===== src/rtl/sync_fifo_pkg.sv =====
// Shared constants and helpers for the sync_fifo_flags FIFO and its benches.
package sync_fifo_pkg;

  localparam int unsigned MODE_STD  = 0;
  localparam int unsigned MODE_FWFT = 1;

  function automatic bit is_pow2(input int unsigned value);
    return (value != 0) && ((value & (value - 1)) == 0);
  endfunction

  function automatic int unsigned ptr_width(input int unsigned depth);
    return $clog2(depth);
  endfunction

  function automatic int unsigned cnt_width(input int unsigned depth);
    return $clog2(depth) + 1;
  endfunction

endpackage


===== src/rtl/sync_fifo_mem.sv =====
// Storage array for sync_fifo_flags: one synchronous write port, and a read
// port that is registered (standard mode) or asynchronous (FWFT mode).
module sync_fifo_mem
  import sync_fifo_pkg::*;
#(
  parameter int unsigned DATA_WIDTH = 8,
  parameter int unsigned DEPTH      = 16,
  parameter int unsigned FWFT       = MODE_STD
) (
  input  logic                          clk,
  input  logic                          rst,
  input  logic                          we,
  input  logic [ptr_width(DEPTH)-1:0]   waddr,
  input  logic [DATA_WIDTH-1:0]         wdata,
  input  logic                          re,
  input  logic [ptr_width(DEPTH)-1:0]   raddr,
  output logic [DATA_WIDTH-1:0]         rdata
);

  logic [DATA_WIDTH-1:0] mem [DEPTH];

  // Write port; contents are intentionally never reset.
  always_ff @(posedge clk) begin
    if (we) mem[waddr] <= wdata;
  end

  generate
    if (FWFT == MODE_FWFT) begin : g_async_read
      assign rdata = mem[raddr];
      // Read strobe and reset are not needed by the asynchronous port.
      logic unused_ctl;
      assign unused_ctl = &{1'b0, rst, re};
    end else begin : g_reg_read
      // Registered read; a same-address write in this cycle yields the old word.
      always_ff @(posedge clk) begin
        if (rst)     rdata <= '0;
        else if (re) rdata <= mem[raddr];
      end
    end
  endgenerate

endmodule


===== src/rtl/sync_fifo_flags.sv =====
// Single-clock FIFO with occupancy count, almost-full/almost-empty flags,
// sticky overflow/underflow and an optional high-water mark.
// Define SYNC_FIFO_HWM_EN to enable the max_count high-water mark register;
// otherwise max_count is tied to zero.
module sync_fifo_flags
  import sync_fifo_pkg::*;
#(
  parameter int unsigned DATA_WIDTH    = 8,
  parameter int unsigned DEPTH         = 16,
  parameter int unsigned FWFT          = MODE_STD,
  parameter int unsigned AFULL_THRESH  = DEPTH - 2,
  parameter int unsigned AEMPTY_THRESH = 2
) (
  input  logic                          clk,
  input  logic                          rst,
  input  logic                          wr_en,
  input  logic [DATA_WIDTH-1:0]         din,
  input  logic                          rd_en,
  input  logic                          clr_err,
  output logic [DATA_WIDTH-1:0]         dout,
  output logic                          full,
  output logic                          empty,
  output logic                          almost_full,
  output logic                          almost_empty,
  output logic [cnt_width(DEPTH)-1:0]   count,
  output logic                          overflow,
  output logic                          underflow,
  output logic [cnt_width(DEPTH)-1:0]   max_count
);

  localparam int unsigned PW = ptr_width(DEPTH);
  localparam int unsigned CW = cnt_width(DEPTH);
  localparam logic [CW-1:0] FULL_CNT = CW'(DEPTH);
  localparam logic [CW-1:0] AF_CNT   = CW'(AFULL_THRESH);
  localparam logic [CW-1:0] AE_CNT   = CW'(AEMPTY_THRESH);

  generate
    if (DATA_WIDTH < 1) begin : g_bad_width
      $fatal(1, "sync_fifo_flags: DATA_WIDTH must be >= 1");
    end
    if (!is_pow2(DEPTH) || DEPTH < 2) begin : g_bad_depth
      $fatal(1, "sync_fifo_flags: DEPTH must be a power of two >= 2");
    end
    if (FWFT > MODE_FWFT) begin : g_bad_mode
      $fatal(1, "sync_fifo_flags: FWFT must be 0 or 1");
    end
    if (AFULL_THRESH < 1 || AFULL_THRESH > DEPTH - 1) begin : g_bad_af
      $fatal(1, "sync_fifo_flags: AFULL_THRESH out of range");
    end
    if (AEMPTY_THRESH < 1 || AEMPTY_THRESH > DEPTH - 1) begin : g_bad_ae
      $fatal(1, "sync_fifo_flags: AEMPTY_THRESH out of range");
    end
  endgenerate

  logic [PW-1:0]         wptr;
  logic [PW-1:0]         rptr;
  logic [CW-1:0]         count_next;
  logic                  rd_acc;
  logic                  wr_acc;
  logic [DATA_WIDTH-1:0] mem_rdata;

  // Status flags decode the registered count only.
  assign full         = (count == FULL_CNT);
  assign empty        = (count == '0);
  assign almost_full  = (count >= AF_CNT);
  assign almost_empty = (count <= AE_CNT);

  // Accept rules on pre-edge state; a full FIFO still takes a write if a pop frees a slot.
  assign rd_acc = rd_en && !empty;
  assign wr_acc = wr_en && (!full || rd_acc);

  // Next occupancy: unchanged when both or neither transfer is accepted.
  always_comb begin
    count_next = count;
    if (wr_acc && !rd_acc)      count_next = count + CW'(1);
    else if (rd_acc && !wr_acc) count_next = count - CW'(1);
  end

  // Pointers and occupancy; pointers wrap naturally at DEPTH.
  always_ff @(posedge clk) begin
    if (rst) begin
      wptr  <= '0;
      rptr  <= '0;
      count <= '0;
    end else begin
      if (wr_acc) wptr <= wptr + PW'(1);
      if (rd_acc) rptr <= rptr + PW'(1);
      count <= count_next;
    end
  end

  // Sticky error flags; a new error in the clearing cycle wins over clr_err.
  always_ff @(posedge clk) begin
    if (rst) begin
      overflow  <= 1'b0;
      underflow <= 1'b0;
    end else begin
      if (wr_en && !wr_acc) overflow <= 1'b1;
      else if (clr_err)     overflow <= 1'b0;
      if (rd_en && empty)   underflow <= 1'b1;
      else if (clr_err)     underflow <= 1'b0;
    end
  end

`ifdef SYNC_FIFO_HWM_EN
  // High-water mark tracks count_next so it moves on the same edge as count.
  always_ff @(posedge clk) begin
    if (rst)                         max_count <= '0;
    else if (clr_err)                max_count <= count_next;
    else if (count_next > max_count) max_count <= count_next;
  end
`else
  assign max_count = '0;
`endif

  sync_fifo_mem #(
    .DATA_WIDTH (DATA_WIDTH),
    .DEPTH      (DEPTH),
    .FWFT       (FWFT)
  ) u_mem (
    .clk   (clk),
    .rst   (rst),
    .we    (wr_acc),
    .waddr (wptr),
    .wdata (din),
    .re    (rd_acc),
    .raddr (rptr),
    .rdata (mem_rdata)
  );

  generate
    if (FWFT == MODE_FWFT) begin : g_dout_fwft
      // Present the head word only while data exists; zero when empty.
      assign dout = empty ? '0 : mem_rdata;
    end else begin : g_dout_std
      assign dout = mem_rdata;
    end
  endgenerate

endmodule


===== config.mk =====
export PLATFORM = sky130hd
export DESIGN_NAME = sync_fifo_flags
export DESIGN_NICKNAME = d
export VERILOG_FILES = /design/src/rtl/sync_fifo_pkg.sv /design/src/rtl/sync_fifo_mem.sv /design/src/rtl/sync_fifo_flags.sv
export SDC_FILE = /design/constraint.sdc
export NUM_CORES = 1
export LEC_CHECK = 0
export ABC_AREA = 1
export BUFFER_PORTS_ARGS = -buffer_cell sky130_fd_sc_hd__buf_2
export CAP_MARGIN = 20
export CORE_ASPECT_RATIO = 1.4
export CORE_UTILIZATION = 37
export CTS_CLUSTER_DIAMETER = 80
export DETAILED_ROUTE_END_ITERATION = 8
export PLACE_DENSITY_LB_ADDON = 0.12
export SETUP_SLACK_MARGIN = 0.1
export SYNTH_ARGS = -nofsm -noshare
export SYNTH_HDL_FRONTEND = slang
export SYNTH_SLANG_ARGS = --single-unit

===== constraint.sdc =====
create_clock -name clk -period 2.4 [get_ports clk]
set_clock_uncertainty 0.2 [all_clocks]
set_input_delay 0.12 -clock clk [delete_from_list [all_inputs] [get_ports clk]]
set_output_delay 0.12 -clock clk [all_outputs]
set_load 0.01 [all_outputs]

# After elaboration in Yosys (flattened, before gate mapping)
# Memories as Yosys holds them, arrays and structs flattened. A register that Yosys moved wholly into a read port is not among the register bits.
# Cells that the tools add are included.
# totals
ramBits,128
out_inout_bits,24
wordCells,35
in_bits,13
memories,1
register_bits,15
# classes
reduce_logical,15
addsub,4
mux,7
order_cmp,2
eq_ne,1
# memory_table
name,depth,width,rd,rd_clocked_by_memory_dff,write_ports,line,text
u_mem.mem,16,8,1,1,1,sync_fifo_mem.sv:20,logic [DATA_WIDTH-1:0] mem [DEPTH];
# ops
operator,n
5-bit two-way mux,2
"4-bit by 1-bit adder with 4-bit output, second input constant",2
1-bit logical AND,6
2-bit nonzero test,3
"5-bit by 1-bit adder with 5-bit output, second input constant",1
"5-bit equality test, second input constant",1
"5-bit by 4-bit >= comparator with 1-bit output, second input constant",1
"5-bit by 2-bit <= comparator with 1-bit output, second input constant",1
5-bit logical NOT,1
1-bit two-way mux,5
"5-bit by 1-bit subtractor with 5-bit output, second input constant",1
1-bit logical NOT,4
1-bit logical OR,1

# Logic depth before layout (Yosys ltp)
# Gate-level depths: netlist (run 1).
# depth
ltp_word,9
mapped_depth,12
ltp_nobuf,12

# Cells and area by module
# From an unflattened synthesis (run 1), not the netlist that was laid out.
# hier_totals
hier_cells,621
hier_area_um2,6535.0
# by_module_without_submodules
module,cells_per_inst,area_per_inst_um2,instances,seq_area_each_um2
sync_fifo_mem,490,5577.8,1,4003.8
sync_fifo_flags,131,957.2,1,300.3

# Least setup slack after synthesis (run 1)
# Ideal clock, no wire load.
# synth_path
kind,reg-to-reg
startpoint,register count[1]
endpoint,register count[4]
required_ns,2.068
period_less_slack_ns,2.306
path_stages_with_launch,13
n_path_buf,0
path_slack_ns,0.094
t_arrival_ns,1.974
setup_ns,0.132
path_cell_list,dfxtp_1 -> nor2_1 -> nand4_1 -> nor2_1 -> nor2_4 -> ha_1 -> inv_1 -> ha_1 -> a21oi_1 -> o21ai_0 -> xor2_1 -> nand2_1 -> a21oi_1
# synth_between
elab_chain_len,8
elab_cells_between_ends,16
cone_classes,add/sub: 2; eq/ne: 1; mux: 2; reduce/logical: 11
# synth_lines
element,line,text
start: declaration,sync_fifo_flags.sv:25,"output logic [cnt_width(DEPTH)-1:0] count,"
start signal: assignment,sync_fifo_flags.sv:88,count <= count_next;
5-bit logical NOT,sync_fifo_flags.sv:64,assign empty = (count == '0);
1-bit logical NOT,sync_fifo_flags.sv:69,assign rd_acc = rd_en && !empty;
1-bit logical AND,sync_fifo_flags.sv:69,
1-bit logical OR *,sync_fifo_flags.sv:70,assign wr_acc = wr_en && (!full || rd_acc);
1-bit logical AND *,sync_fifo_flags.sv:70,
named net u_mem.we,sync_fifo_mem.sv:12,"input logic we,"
1-bit logical NOT,sync_fifo_flags.sv:76,else if (rd_acc && !wr_acc) count_next = count - CW'(1);
1-bit logical AND,sync_fifo_flags.sv:76,
2-bit nonzero test (no line),n/a,
# The timed path passes the listed nets; every way through them passes the cells marked *. The select of a mux whose other input is x is not followed.
# A chain may end at the register's enable or synchronous reset.

# Worst setup path after layout (run 1)
# layout_path
startpoint,register count[3]
endpoint,register count[4]
# The elaborated chain is that of the path after synthesis.

==> results of run 1 <==
[flip-flops by register name (all words and copies together), names as in the netlist]
name	flops
u_mem.rdata	8
overflow	1
u_mem.mem	128
count	5
rptr	4
wptr	4
underflow	1
[power by group]
group	internal, W	switching [W]
clock network	0.00134	0.00110
registers	0.00299	0.0000815
logic	0.000758	0.00139
total	0.00509	0.00257
[critical path, delay by kind of cell (launching register included)]
family / cells / cell delay, ps
AOI/OAI and AO/OA: 2 / 330
and+or+nand+nor: 4 / 450
xor gates and xnor gates: 1 / 180
DFF: 1 / 350
buffers and inverters: 1 / 80
adders and majority gates: 2 / 530
[cell usage after synthesis]
library cell  instances
clkbuf_1              4
nor3b_1               1
nand2_1             228
nand2_2               2
fa_1                  1
nand3_1              92
nand4_1               2
clkinv_1              2
edfxtp_1            128
a21oi_1              14
dfxtp_1              23
ha_1                 10
a211oi_1              2
o31ai_1               1
inv_1                91
xor2_1                4
a2111oi_0             1
conb_1                1
o21ai_0               4
nor2_4                1
buf_6                 1
inv_2                 3
nor2_1               36
buf_2                15
buf_4                11
nor3_1                1
xnor2_1               2
buf_1                 2
[cell families (layout without fill, tap and decap cells)]
family	Yosys count	count (layout)	synth area share
other	1	5	0.000561
buffers and inverters	129	204	0.0826
AOI/OAI and AO/OA	22	22	0.0182
and+or+nand+nor	363	363	0.225
adders and majority gates	11	11	0.0217
DFF	151	151	0.644
xor gates and xnor gates	6	6	0.00787
[layout make-up]
class                           instances  area (µm²)  share of cell area
Tap cell                              236         295              0.0371
Timing Repair Buffer                   76         556              0.0698
Multi-Input combinational cell        407        1890               0.237
Inverter                               96         365              0.0459
Clock inverter                         15         121              0.0152
Sequential cell                       151        4310               0.541
Clock buffer                           17         425              0.0534
[how the worst max path moves through the flow]
stage                                      from                    end  slack, ps  cells past startpoint
final                     count[3]$_SDFFE_PP0P_  count[4]$_SDFFE_PP0P_        200                     10
after global routing      count[2]$_SDFFE_PP0P_  count[4]$_SDFFE_PP0P_         70                     10
after CTS                 count[1]$_SDFFE_PP0P_  count[3]$_SDFFE_PP0P_        120                     12
after detailed placement  count[4]$_SDFFE_PP0P_  count[3]$_SDFFE_PP0P_        100                     11
after global placement    count[3]$_SDFFE_PP0P_  count[4]$_SDFFE_PP0P_        150                     12
after floorplan           count[0]$_SDFFE_PP0P_  count[4]$_SDFFE_PP0P_        110                     12
[through the flow]
stage,worst slack (ps),hold WS (ps),instance area (µm²),total power [W]
floorplan,113,18.9,6700,0.00447
global placement,151,188,7200,0.00515
detailed placement,102,191,7200,0.00516
CTS,122,278,7910,0.00765
global route,66.4,330,7960,0.00812
finish,197,280,7960,0.00766
[what timing repair did]
action | CTS | global route
endpoints found under the hold margin | 139 | 0
buffers inserted | 1 | 0
hold buffers | 15 | 0
gates resized for setup | 3 | 12
endpoints found under the setup margin | 2 | 2
pin swaps | 2 | 5
[cells in the final DEF, fill, tap and decap left out, types with 5 or more instances in the layout]
cell type      instances
nand3_1               92
dfxtp_1               20
buf_2                 31
nand2_1              228
dlygate4sd3_1         15
inv_1                 89
inv_6                  5
nor2_1                34
conb_1                 5
a21oi_1               12
edfxtp_1             128
buf_4                 28
clkbuf_16             17
ha_1                   7
[per-layer routing]
metal  vias up  wire length (µm)
met1      2276              6710
li1       2334                 -
met5         -                 0
met2        63              8680
met3        20               380
met4         0               306
==> flow_summary.yaml, run 1 <==
die:
  fp.dieArea_um2: 18600
  fp.coreArea_um2: 17500
  dieHeight_um: 161
  die_w_um: 116
  start_util: 0.381
  row_count: 57
  ios: 37
synthesis:
  synth_cell_types: 28
  synth-seq-cells: 151
  yosysWarnings: 0
  synth_area_um2: 6680
  yosysSeqAreaShare: 0.644
  synthTopCellsByArea: "edfxtp_1, nand2_1, dfxtp_1, nand3_1, inv_1"
  yosysTopAreaCell: "edfxtp_1"
  syn_inst: 683
  syn_avg_cell_area_um2: 9.78
  yosysTopAreaCellShare: 0.575
placed_design:
  dpl.cell_count: 950
  hpwl_mm: 10.4
  place.gp.congestion: 0.811
  port_buffers: 31
clocking:
  clk_pin_slew_worst_paths_ps: 60
  cts_sinks: 151
  clkLatencyLatePin_ps: 430
  cts-root-buf: "clkbuf_16"
  cts_buffers: 17
  htree_levels: 4
  clk_path_buf_depth: 2
  cts_tree: "yes"
cells_and_area:
  stdcell_count: 998
  fillerInstances: 1735
  layout.nets: 773
  area_growth_pct: 19.2
  num_antenna_cells: 0
  fin_util: 0.454
  drive_gt1_frac: 0.147
setup_path:
  cp_slowest_stage_delay_ps: 350
  reg2reg_from: "count[3]$_SDFFE_PP0P_"
  arrival_ps: 2350
  slowest_stage: "dfxtp_2"
  worstReg2RegEnd: "count[4]$_SDFFE_PP0P_"
  worstPathRequired_ps: 2550
  critPathCaptureType: "flip-flop"
  path_cells: "inv_2 > nand4_1 > nor2_2 > nor2_4 > ha_4 > fa_2 > o21ai_1 > xor2_1 > nand2_1 > a21oi_1"
  criticalPathCategory: "flip-flop to flip-flop"
  r2r_setup_slack_ps: 200
  cp-start-kind: "flip-flop"
  r2r.worst_path.cells: 10
  cp_max_fo: 4
timing:
  drv_slew: 0
  max_freq_mhz: 454
  setup_viol_count_final: 0
  relSlewSlack: 0.540
  fin_crit_ps: 2200
  min_period_over_period: 0.918
  final.setup.tns_ps: 0
  hold_viol_final: 0
  rsz0062_at_grt: "no"
  tightest_slew_ps: 685
global_routing:
  met2_usage: 0.331
  grt_first_pass_wirelength_mm: 25.1
  grt.total_usage: 0.186
  met1_usage: 0.219
  antenna_found_initial: 0
  grt_max_degree: 44
  overflow: 0
  grt_pass1_vias: 4707
  grt_busiest_layer: "met2"
  use_met3: 0.0394
detailed_routing:
  postRouteAntennaNets: 0
  route.detailed.drc: 0
  drt_iter0_drc: 278
  dr_total_vias: 4693
  routed_wirelength_mm: 16.1
  via_per_inst: 4.70
  first_pass_iters: 4
  wl_per_cell_um: 16.1
power_and_ir_drop:
  power_density_nw_per_um2: 962
  ir_drop_uv: 618
  leakage_nw: 3.41
run_status:
  status: "complete, no violations"
worst_hold_path:
  worstHoldStart: "overflow$_SDFFE_PP0P_"
  min_to: "overflow$_SDFFE_PP0P_"
  hold_class: "flip-flop to flip-flop"
  whs_path_depth: 2
run:
  cap_violations: 0
Note: power is estimated with default switching activity, not from simulation.
==> inputs of run 2 (changes only) <==
--- a/config.mk
+++ b/config.mk
@@ -9,9 +9,10 @@
 export BUFFER_PORTS_ARGS = -buffer_cell sky130_fd_sc_hd__buf_2
 export CAP_MARGIN = 20
 export CORE_ASPECT_RATIO = 1.4
-export CORE_UTILIZATION = 37
+export CORE_UTILIZATION = 45
 export CTS_CLUSTER_DIAMETER = 80
 export DETAILED_ROUTE_END_ITERATION = 8
+export HOLD_SLACK_MARGIN = 0.08
 export PLACE_DENSITY_LB_ADDON = 0.12
 export SETUP_SLACK_MARGIN = 0.1
 export SYNTH_ARGS = -nofsm -noshare
==> run 2 against run 1 <==
- core utilization increased by 9.3 points
- worst setup slack improved by 56 ps
- via count increased by 0.62%
==> flow_summary.yaml, run 2 (synthesis results as in run 1) <==
global_routing:
  antenna_found_initial: 0
  grt.total_usage: 0.210
  grt_max_degree: 36
  overflow: 0
  grt_first_pass_wirelength_mm: 23.9
  grt_pass1_vias: 4603
setup_path:
  r2r.worst_path.cells: 10
  r2r_setup_slack_ps: 250
  cp-start-kind: "flip-flop"
  cp_slowest_stage_delay_ps: 370
  cp-endpoint: "count[4]$_SDFFE_PP0P_"
  criticalPathCategory: "flip-flop to flip-flop"
  worstReg2RegEnd: "count[4]$_SDFFE_PP0P_"
  critPathTopFamily: "adder cells"
  critPathCaptureType: "flip-flop"
  cp_num_buf_inv: 1
  arrival_ps: 2290
  worstPathRequired_ps: 2550
  cp_max_fo: 5
  reg2reg_from: "count[0]$_SDFFE_PP0P_"
  startpoint: "count[0]$_SDFFE_PP0P_"
  cp.depth: 10
  slowest_stage: "fa_2"
  path_cells: "inv_2 > nand4_1 > nor2_2 > nor2_4 > ha_4 > fa_2 > o21ai_2 > xor2_1 > nand2_1 > a21oi_1"
cells_and_area:
  layout_common_cells: "nand2_1, edfxtp_1, nand3_1, inv_1, nor2_1"
  top_register: "u_mem.mem"
  fillerInstances: 1269
  largest_reg_flops: 128
  drive_gt1_frac: 0.150
  layout.nets: 776
  final_common_cell: "nand2_1"
  num_antenna_cells: 0
  reg_top3: "u_mem.mem: 128 flops, u_mem.rdata: 8 flops, count: 5 flops"
  fin_util: 0.546
  area_growth_pct: 18.7
detailed_routing:
  postRouteAntennaNets: 0
  dr_total_vias: 4722
  routed_wirelength_mm: 15.0
  route.detailed.drc: 0
  drt_iter0_drc: 285
  first_pass_iters: 5
  via_per_inst: 4.95
  wl_per_cell_um: 15.7
power_and_ir_drop:
  internal-power_w: 0.00521
  switching_power_w: 0.00243
  combPwrFrac: 0.272
  clkPwrFrac: 0.325
  ir_drop_uv: 738
  power_density_nw_per_um2: 964
  seq_power_share: 0.404
  leakage_nw: 3.41
  p_sw_frac: 0.318
run_status:
  status: "complete, no violations"
timing:
  min_period_over_period: 0.895
  relSlewSlack: 0.634
  rsz0062_at_grt: "no"
  tightest_slew_ps: 546
  final.setup.tns_ps: 0
  drv_slew: 0
  hold_viol_final: 0
  fin_crit_ps: 2150
  max_freq_mhz: 466
  setup_viol_count_final: 0
placed_design:
  hpwl_mm: 9.85
  place.gp.congestion: 0.825
  port_buffers: 31
clocking:
  cts_buffers: 17
  cts-root-buf: "clkbuf_16"
  htree_levels: 4
  clk_pin_slew_worst_paths_ps: 60
  clkLatencyLatePin_ps: 420
  clk_path_buf_depth: 2
  cts_sinks: 151
  cts_tree: "yes"
die:
  fp.coreArea_um2: 14500
  row_count: 52
  start_util: 0.460
  die_w_um: 105
  dieHeight_um: 146
  ios: 37
  fp.dieArea_um2: 15300
run:
  cap_violations: 0
worst_hold_path:
  hold_class: "flip-flop to flip-flop"
## run 2: cell count changes in the layout (fill, tap and decap cells not counted), sizes merged
cell,previous run,this run
dlygate4sd3,15,14
bufinv,0,1
buf,61,65
clkinv,8,7
clkinvlp,3,5
inv,100,94
clkbuf,17,21
## run 2: area by class of cell
class                      count  area (µm²)  share of cell area
inverter                      96         363              0.0458
clock inverter                11         104              0.0131
sequential                   151        4310               0.544
multi-input combinational    407        1890               0.239
clock buffer                  21         450              0.0568
tap                          189         236              0.0298
timing repair buffer          79         571              0.0720
## run 2: worst min path at each step
stage	from	endpoint	slack [ps]	cells past startpoint
after CTS	overflow$_SDFFE_PP0P_	overflow$_SDFFE_PP0P_	270	2
after global placement	clr_err	underflow$_SDFFE_PP0P_	180	4
after detailed placement	clr_err	overflow$_SDFFE_PP0P_	200	4
final	overflow$_SDFFE_PP0P_	overflow$_SDFFE_PP0P_	270	2
after global routing	overflow$_SDFFE_PP0P_	overflow$_SDFFE_PP0P_	290	2
after floorplan	din[0]	u_mem.mem[0][0]$_DFFE_PP_	20	0
## run 2: timing repair
item,in CTS,in global routing
resized for setup,4,12
hold buffers,14,0
endpoints found under the hold margin,150,0
setup buffers,1,0
pin swaps,2,2
setup endpoints to repair,2,2
## run 2: power groups by stage
stage          clock network [W]  registers, W  logic, W
6_report                 0.00248       0.00309   0.00208
5_1_grt                  0.00262       0.00310   0.00233
4_1_cts                  0.00252       0.00308   0.00196
3_5_place_dp                   0       0.00312   0.00191
3_3_place_gp                   0       0.00312   0.00189
2_1_floorplan                  0       0.00317   0.00130
## run 2: per-layer routing
| metal | wire, µm | vias up | global-route usage |
|---|---|---|---|
| met4 | 252 | 0 | 0.0711 |
| li1 | - | 2334 | - |
| met1 | 6160 | 2280 | 0.246 |
| met2 | 8080 | 85 | 0.379 |
| met3 | 516 | 23 | 0.0429 |
| met5 | 0 | - | 0 |
## run 2: tightest hold or removal path, cell delays in order, from the launching register on
cell and delay [ps]:
dfxtp_1 310, nand2_1 60, a21oi_1 50
## run 2: per-stage QoR
stage	std cells	hold slack (ps)	total power [W]	setup slack [ps]	area, µm²
global placement	906	183	0.00500	164	7140
floorplan	687	18.9	0.00447	113	6700
finish	954	265	0.00764	252	7930
CTS	953	269	0.00755	116	7850
global route	954	287	0.00805	123	7930
detailed placement	906	198	0.00503	30.2	7140
